$ cat src/rtl/prog_mod_counter.sv
// prog_mod_counter
// Programmable modulo up/down counter with wrap or saturate behaviour at the
// count boundaries, a synchronous load port with illegal-value detection, and
// compare / terminal-count flags.
//
// Parameters
//   WIDTH     count register width in bits (2..16)
//   MODULUS   count range is 0..MODULUS-1 (2..2**WIDTH)
//
// Ports
//   clk        single clock, all state changes on its rising edge
//   reset_n    asynchronous active-low reset (deassertion synchronised outside)
//   en         count enable
//   up         direction: 1 counts up, 0 counts down
//   sat        boundary mode: 0 wraps, 1 saturates
//   load       synchronous load strobe (takes priority over en)
//   load_val   value to load; values >= MODULUS are rejected
//   match_val  compare value for match
//   count      registered count
//   match      combinational: count == match_val, suppressed while load is high
//   tc         combinational terminal count for the current direction
//   wrapped    registered one-cycle pulse following a wrap transition
//   load_err   sticky flag set by an illegal load, cleared by a legal load
module prog_mod_counter #(
    parameter int WIDTH   = 4,
    parameter int MODULUS = 4
) (
    input  logic             clk,
    input  logic             reset_n,
    input  logic             en,
    input  logic             up,
    input  logic             sat,
    input  logic             load,
    input  logic [WIDTH-1:0] load_val,
    input  logic [WIDTH-1:0] match_val,
    output logic [WIDTH-1:0] count,
    output logic             match,
    output logic             tc,
    output logic             wrapped,
    output logic             load_err
);

    // Modulus is held one bit wider than the count so MODULUS == 2**WIDTH
    // is representable and the legal-load compare does not overflow.
    localparam logic [WIDTH:0]   MOD_EXT = (WIDTH+1)'(MODULUS);
    localparam logic [WIDTH-1:0] MAX_VAL = WIDTH'(MODULUS - 1);

    logic [WIDTH:0]   count_ext;
    logic [WIDTH-1:0] count_next;
    logic             wrapped_next;
    logic             load_err_next;
    logic             at_top;
    logic             at_bot;
    logic             load_ok;

    assign count_ext = {1'b0, count};
    assign at_top    = (count == MAX_VAL);
    assign at_bot    = (count == '0);
    assign load_ok   = ({1'b0, load_val} < MOD_EXT);

    // Mealy flags: both are masked by load because a load overrides the
    // count that would otherwise be reported this cycle.
    assign tc    = en & ~load & (up ? at_top : at_bot);
    assign match = (count == match_val) & ~load;

    // Next-state selection: load beats en, en beats hold. Increment and
    // decrement are computed one bit wider and then truncated; the boundary
    // cases are handled explicitly so the truncation never discards a value
    // that should have been kept.
    always_comb begin
        count_next    = count;
        wrapped_next  = 1'b0;
        load_err_next = load_err;

        if (load) begin
            if (load_ok) begin
                count_next    = load_val;
                load_err_next = 1'b0;
            end else begin
                load_err_next = 1'b1;
            end
        end else if (en) begin
            if (up) begin
                if (at_top) begin
                    if (!sat) begin
                        count_next   = '0;
                        wrapped_next = 1'b1;
                    end
                end else begin
                    count_next = WIDTH'(count_ext + (WIDTH+1)'(1));
                end
            end else begin
                if (at_bot) begin
                    if (!sat) begin
                        count_next   = MAX_VAL;
                        wrapped_next = 1'b1;
                    end
                end else begin
                    count_next = WIDTH'(count_ext - (WIDTH+1)'(1));
                end
            end
        end
    end

    // State registers; reset clears everything immediately, independent of clk.
    always_ff @(posedge clk or negedge reset_n) begin
        if (!reset_n) begin
            count    <= '0;
            wrapped  <= 1'b0;
            load_err <= 1'b0;
        end else begin
            count    <= count_next;
            wrapped  <= wrapped_next;
            load_err <= load_err_next;
        end
    end

endmodule

$ cat config.mk
export PLATFORM = sky130hd
export DESIGN_NAME = prog_mod_counter
export DESIGN_NICKNAME = d
export VERILOG_FILES = /design/src/rtl/prog_mod_counter.sv
export SDC_FILE = /design/constraint.sdc
export NUM_CORES = 1
export LEC_CHECK = 0
export CORE_MARGIN = 1.5
export CORE_UTILIZATION = 40
export CTS_CLUSTER_DIAMETER = 80
export DETAILED_ROUTE_END_ITERATION = 10
export PLACE_DENSITY_LB_ADDON = 0.12
export SYNTH_ARGS = -nofsm -noshare
export SYNTH_HDL_FRONTEND = slang
export SYNTH_SLANG_ARGS = --single-unit
$ cat constraint.sdc
create_clock -name clk -period 2.33 [get_ports clk]
set_clock_uncertainty 0.05 [all_clocks]
set_input_delay 0.3495 -clock clk [delete_from_list [all_inputs] [get_ports clk]]
set_output_delay 0.3495 -clock clk [all_outputs]
set_load 0.02 [all_outputs]
==> results.txt, run 1 <==
Critical Path End Type -> primary output
Chip height -> 39.20 um
Area of the multi-input gates -> 331.6 sq um
Lkg Pwr -> 0.3483 nW
FF+latch count, synth -> 6
Placed Instances -> 96
Hold Fails Final Rpt -> 0
Starting density of the core -> 0.4535
Mapped Nets -> 72
Ranking of synthesized cells by area -> dfrtp_1 (29%), o2bb2ai_4 (5.3%), xnor2_1 (5.0%)
CTS Buffer Depth -> 2
Ys Warns -> 0
RSZ-0062 raised after global routing -> no
Setup TNS -> 0 ps
Post-synth cell types -> 33
Min-delay worst type -> in2async
Top-area cell type share of the netlist area -> 0.2864
Arrival time of the worst setup path -> 1850 ps
Final core utilization -> 0.7067
IO Port Bufs -> 21
Max cap viols -> 0
Count of final setup violators -> 0
Setup Buffers After CTS -> 0
Slowest-stage cell, CP -> clkdlybuf4s50_1
CTS tree -> built
CTS Buf Count -> 3
VDD IR max -> 0.4709 mV
Outcome -> finished clean
Reg clk slew, reported paths -> 40 ps
H-tree levels -> 1
Clock Tree Root -> clkbuf_4
Fin cells -> 99
Total track usage -> 0.2031
Avg WL per Cell -> 12.64 um
Area leader, netlist -> dfrtp_1
F_max -> 444.4 MHz
HPWL after DPL -> 1016 um
Reg-to-Reg End -> count[2]
CP required -> 1930 ps
Clock Latency Late Sink -> 240 ps
CP max FO -> 9
Syn Inst Count -> 56
Worst path max stage delay -> 630 ps
IO Count -> 22
Power Dens Cells -> 952.3 nW/um^2
Worst Tran Pin Value -> 254.3 ps
1st-pass router iterations -> 4
WP buf/inv -> 2
First-pass GRT wire length -> 1987 um
Post-route ant nets -> 0
RR Startpoint -> count[1]
Slew Limit Fails -> 0
Register area -> 150.1 sq um
Cell Rows -> 12
Slew HR -> 0.8282
CTS sink cnt -> 6
Vias in the first global route -> 450
Largest net degree at the start of global routing -> 12
Worst R2R Path Depth -> 6
Filler Cells Inserted -> 99
R2R Setup Slk -> 540 ps
Sequential fraction of the synthesis area -> 0.2864
Final period demand of the worst path -> 2250 ps
Fin nets -> 103
Overflow after GRT -> 0
Initial antenna violation count -> 0
Startpoint Class -> register
Mapped Area -> 524.3 sq um
Post-CTS Resized -> 0
Via density -> 5.091
Total power -> 0.7780 mW
Tcrit/Tclk final -> 0.9657
DR vias -> 504
Die area -> 1537 sq um
Cell Chain, Critical Path -> buf_4, xnor2_1, nand3_1, nor3_1, clkdlybuf4s50_1
DR DRC count -> 0
DIE WIDTH -> 39.20 um
Ant diodes -> 0
CP delay by family, top -> buffers and inverters
Wirelength, routed -> 1251 um
DRT iter0 DRCs -> 4
Area delta synth->final -> 55.85%
Share of cells above drive strength 1 -> 0.2235
Gpl congestion -> 0.7585
Core area -> 1156 sq um
Hold_buf cts -> 0
WS Path Type -> reg2out
Syn Area/Cell -> 9.362 sq um
sequential cells by signal, summed over array words and instances (netlist names):
register and count:
wrapped 1, load_err 1, count 4
worst max path at each step:
stage,from,endpoint,slack (ps),cells after the start
after floorplan,count[0],tc,330,5
after global placement,up,tc,120,4
after detailed placement,match_val[2],match,120,5
after CTS,count[1],tc,4,5
after global routing,count[0],match,0.4,5
final,count[0],match,80,5
metrics by stage:
step           hold slack [ps]  setup slack, ps  area [sq um]
3_5_place_dp             422.1            116.0         792.0
2_1_floorplan            3.909            328.1         524.3
4_1_cts                  297.9            3.807         814.5
5_1_grt                  313.4           0.3513         817.0
3_3_place_gp             422.4            123.9         792.0
6_report                 296.3            80.02         817.0
routing by layer:
layer / up-vias / part of all wire / global-route usage
li1: 266 / - / -
met1: 223 / 0.48 / 0.2813
met2: 13 / 0.48 / 0.2833
met3: 2 / 0.028 / 0.01734
met4: 0 / 0.015 / 0.1552
met5: - / 0 / 0
cell families after synthesis:
logic type / count (synthesis) / synth area share
muxes: 2 / 0.05488
AOI/OAI and AO/OA: 15 / 0.2315
adders and majority gates: 2 / 0.04773
and+or+nand+nor: 19 / 0.2148
xor gates and xnor gates: 5 / 0.08355
DFF: 6 / 0.2864
buffers and inverters: 7 / 0.08112
layout by cell type, fill, tap and decap left out, types with 2 or more instances in the layout:
cell,n
nor3_1,2
nor4_1,2
xnor2_1,3
nand2_1,3
inv_1,2
ha_1,2
clkbuf_4,3
xor2_1,2
o21ai_0,3
dfrtp_1,6
clkdlybuf4s50_1,20
buf_4,10
a21oi_1,4
nor2_1,4
Yosys cell counts:
library cell  count
a21oi_1           4
ha_1              2
o2bb2ai_4         1
o21a_1            1
xnor2_1           3
clkbuf_1          1
o21ai_0           3
o211ai_1          1
mux2i_2           1
or3b_1            1
nor2_1            4
mux2_4            1
nor3_1            2
buf_2             1
a22o_2            1
inv_1             2
nand3_1           1
nand3b_1          1
dfrtp_1           6
buf_6             1
o41ai_1           1
a211oi_1          1
nand4_1           1
nand2b_1          1
a41oi_1           1
or4b_4            1
or4b_1            1
a32oi_1           1
xor2_1            2
or2_2             1
nor4_1            2
buf_4             2
nand2_1           3
power by group:
part | switching (mW) | internal, mW | total [mW]
Sequential | 0.0308 | 0.137 | 0.167
Combinational | 0.261 | 0.257 | 0.518
Clock | 0.0343 | 0.0580 | 0.0924
cell type report:
cell class	instances	share of cell area
tap	14	0.02144
clock buffer	3	0.02757
inverter	2	0.009188
sequential	6	0.1838
multi-input combinational	43	0.4058
timing repair buffer	31	0.3522
(Power assumes the default switching activity.)
==> run 2, diff against run 1 <==
Clock period 2.33 ns to 2.54 ns, I/O delays scaled along.
==> run 2 against run 1 <==
Net effect: register-to-register slack gained 170 ps; wire length shrank 7.0%; flip-flop and latch count is the same; critical path depth is the same; via count grew 0.60%; critical path type unchanged; largest cell class unchanged; largest power group unchanged.
==> results.txt, run 2 (synthesized netlist as in run 1, its figures left out) <==
Area delta synth->final -> 46.78%
Clock Latency Late Sink -> 230 ps
Via density -> 5.452
Arrival time of the worst setup path -> 1960 ps
Final core utilization -> 0.6656
Final period demand of the worst path -> 2389 ps
Starting density of the core -> 0.4535
Most frequent cells in the layout -> clkdlybuf4s50_1 (21), dfrtp_1 (6), nor2_1 (4), a21oi_1 (4), buf_4 (4)
Tcrit/Tclk final -> 0.9407
H-tree levels -> 1
Max FFs per register -> 4
Gpl congestion -> 0.8103
Fin cells -> 93
First-pass GRT wire length -> 2118 um
CP delay by family, top -> buffers and inverters
Post-route ant nets -> 0
Clock Tree Root -> clkbuf_4
WP buf/inv -> 2
IO Count -> 22
Core area -> 1156 sq um
Setup TNS -> 0 ps
Vias in the first global route -> 473
Share of cells above drive strength 1 -> 0.1646
Slew Limit Fails -> 0
Largest net degree at the start of global routing -> 13
Register area -> 150.1 sq um
Avg WL per Cell -> 12.51 um
Worst Tran Pin Value -> 364.7 ps
CP max FO -> 7
Post-CTS Resized -> 0
Initial antenna violation count -> 0
WS Path Type -> reg2out
Slowest-stage cell, CP -> clkdlybuf4s50_1
Cell Chain, Critical Path -> inv_1, ha_1, mux2i_2, nor3_1, clkdlybuf4s50_1
Post-route cell area -> 769.5 sq um
Wirelength, routed -> 1163 um
Die area -> 1537 sq um
Count of final setup violators -> 0
Filler Cells Inserted -> 103
Largest regs -> count x4, load_err x1, wrapped x1
Reg clk slew, reported paths -> 40 ps
HPWL after DPL -> 920.5 um
Cell Rows -> 12
DR vias -> 507
Setup Buffers After CTS -> 0
CP required -> 2110 ps
Startpoint Class -> register
Overflow after GRT -> 0
Critical Path End Type -> primary output
Hold Fails Final Rpt -> 0
Chip height -> 39.20 um
Area of the multi-input gates -> 331.6 sq um
IO Port Bufs -> 21
Total track usage -> 0.2081
Hold_buf cts -> 0
DR DRC count -> 0
1st-pass router iterations -> 4
DIE WIDTH -> 39.20 um
F_max -> 418.5 MHz
Post-DP Area -> 747.0 sq um
Max cap viols -> 0
DRT iter0 DRCs -> 2
Outcome -> finished clean
CTS sink cnt -> 6
CTS tree -> built
Fin nets -> 97
Placed Instances -> 90
Slew HR -> 0.7569
VDD IR max -> 0.4693 mV
Biggest register -> count
RSZ-0062 raised after global routing -> no
Ant diodes -> 0
Worst path max stage delay -> 620 ps
Commonest non-fill, non-tap cell in the layout -> clkdlybuf4s50_1
CTS Buffer Depth -> 2
CTS Buf Count -> 3
Min-delay worst type -> in2async
Lkg Pwr -> 0.3013 nW
Power Dens Cells -> 874.9 nW/um^2
run 2: metrics by stage:
step	hold slack [ps]	total power [mW]	setup slack, ps
2_1_floorplan	35.41	0.4525	506.6
3_3_place_gp	414.8	0.5866	286.0
3_5_place_dp	416.9	0.5931	251.6
4_1_cts	332.0	0.6775	147.2
5_1_grt	333.4	0.7353	60.60
6_report	326.7	0.6732	150.7
run 2: cell type report:
| type | count | share of cell area |
|---|---|---|
| multi-input combinational | 43 | 0.4309 |
| timing repair buffer | 25 | 0.3122 |
| sequential | 6 | 0.1951 |
| clock buffer | 3 | 0.02927 |
| tap | 14 | 0.02276 |
| inverter | 2 | 0.009756 |
run 2: worst register-to-register path, cell delays in order, from the launching register on:
cell	delay (ps)
dfrtp_1	460
inv_1	150
ha_1	220
mux2i_2	100
buf_4	160
or4b_1	450
o211ai_1	160
run 2: worst paths after layout:
path,start,to,slack (ps),cells after the start
max,count[1],tc,150,5
min,reset_n,wrapped,330,1
max reg2reg,count[1],count[2],710,6
min reg2reg,load_err,load_err,420,1
max in group asynchronous,reset_n,count[0],1910,1
min in group clk,load_err,load_err,420,1
run 2: power breakdown:
part           internal [mW]  switching (mW)  total [mW]
Clock                 0.0531          0.0294      0.0825
Sequential             0.125          0.0632       0.188
Combinational          0.208           0.195       0.403
run 2: routing by layer:
metal  share of wire  vias to the layer above  track usage
met5               0                        -            0
met4               0                        0       0.1034
met3           0.021                        0      0.01734
met2            0.52                        9       0.3500
met1            0.46                      244       0.2613
li1                -                      254            -
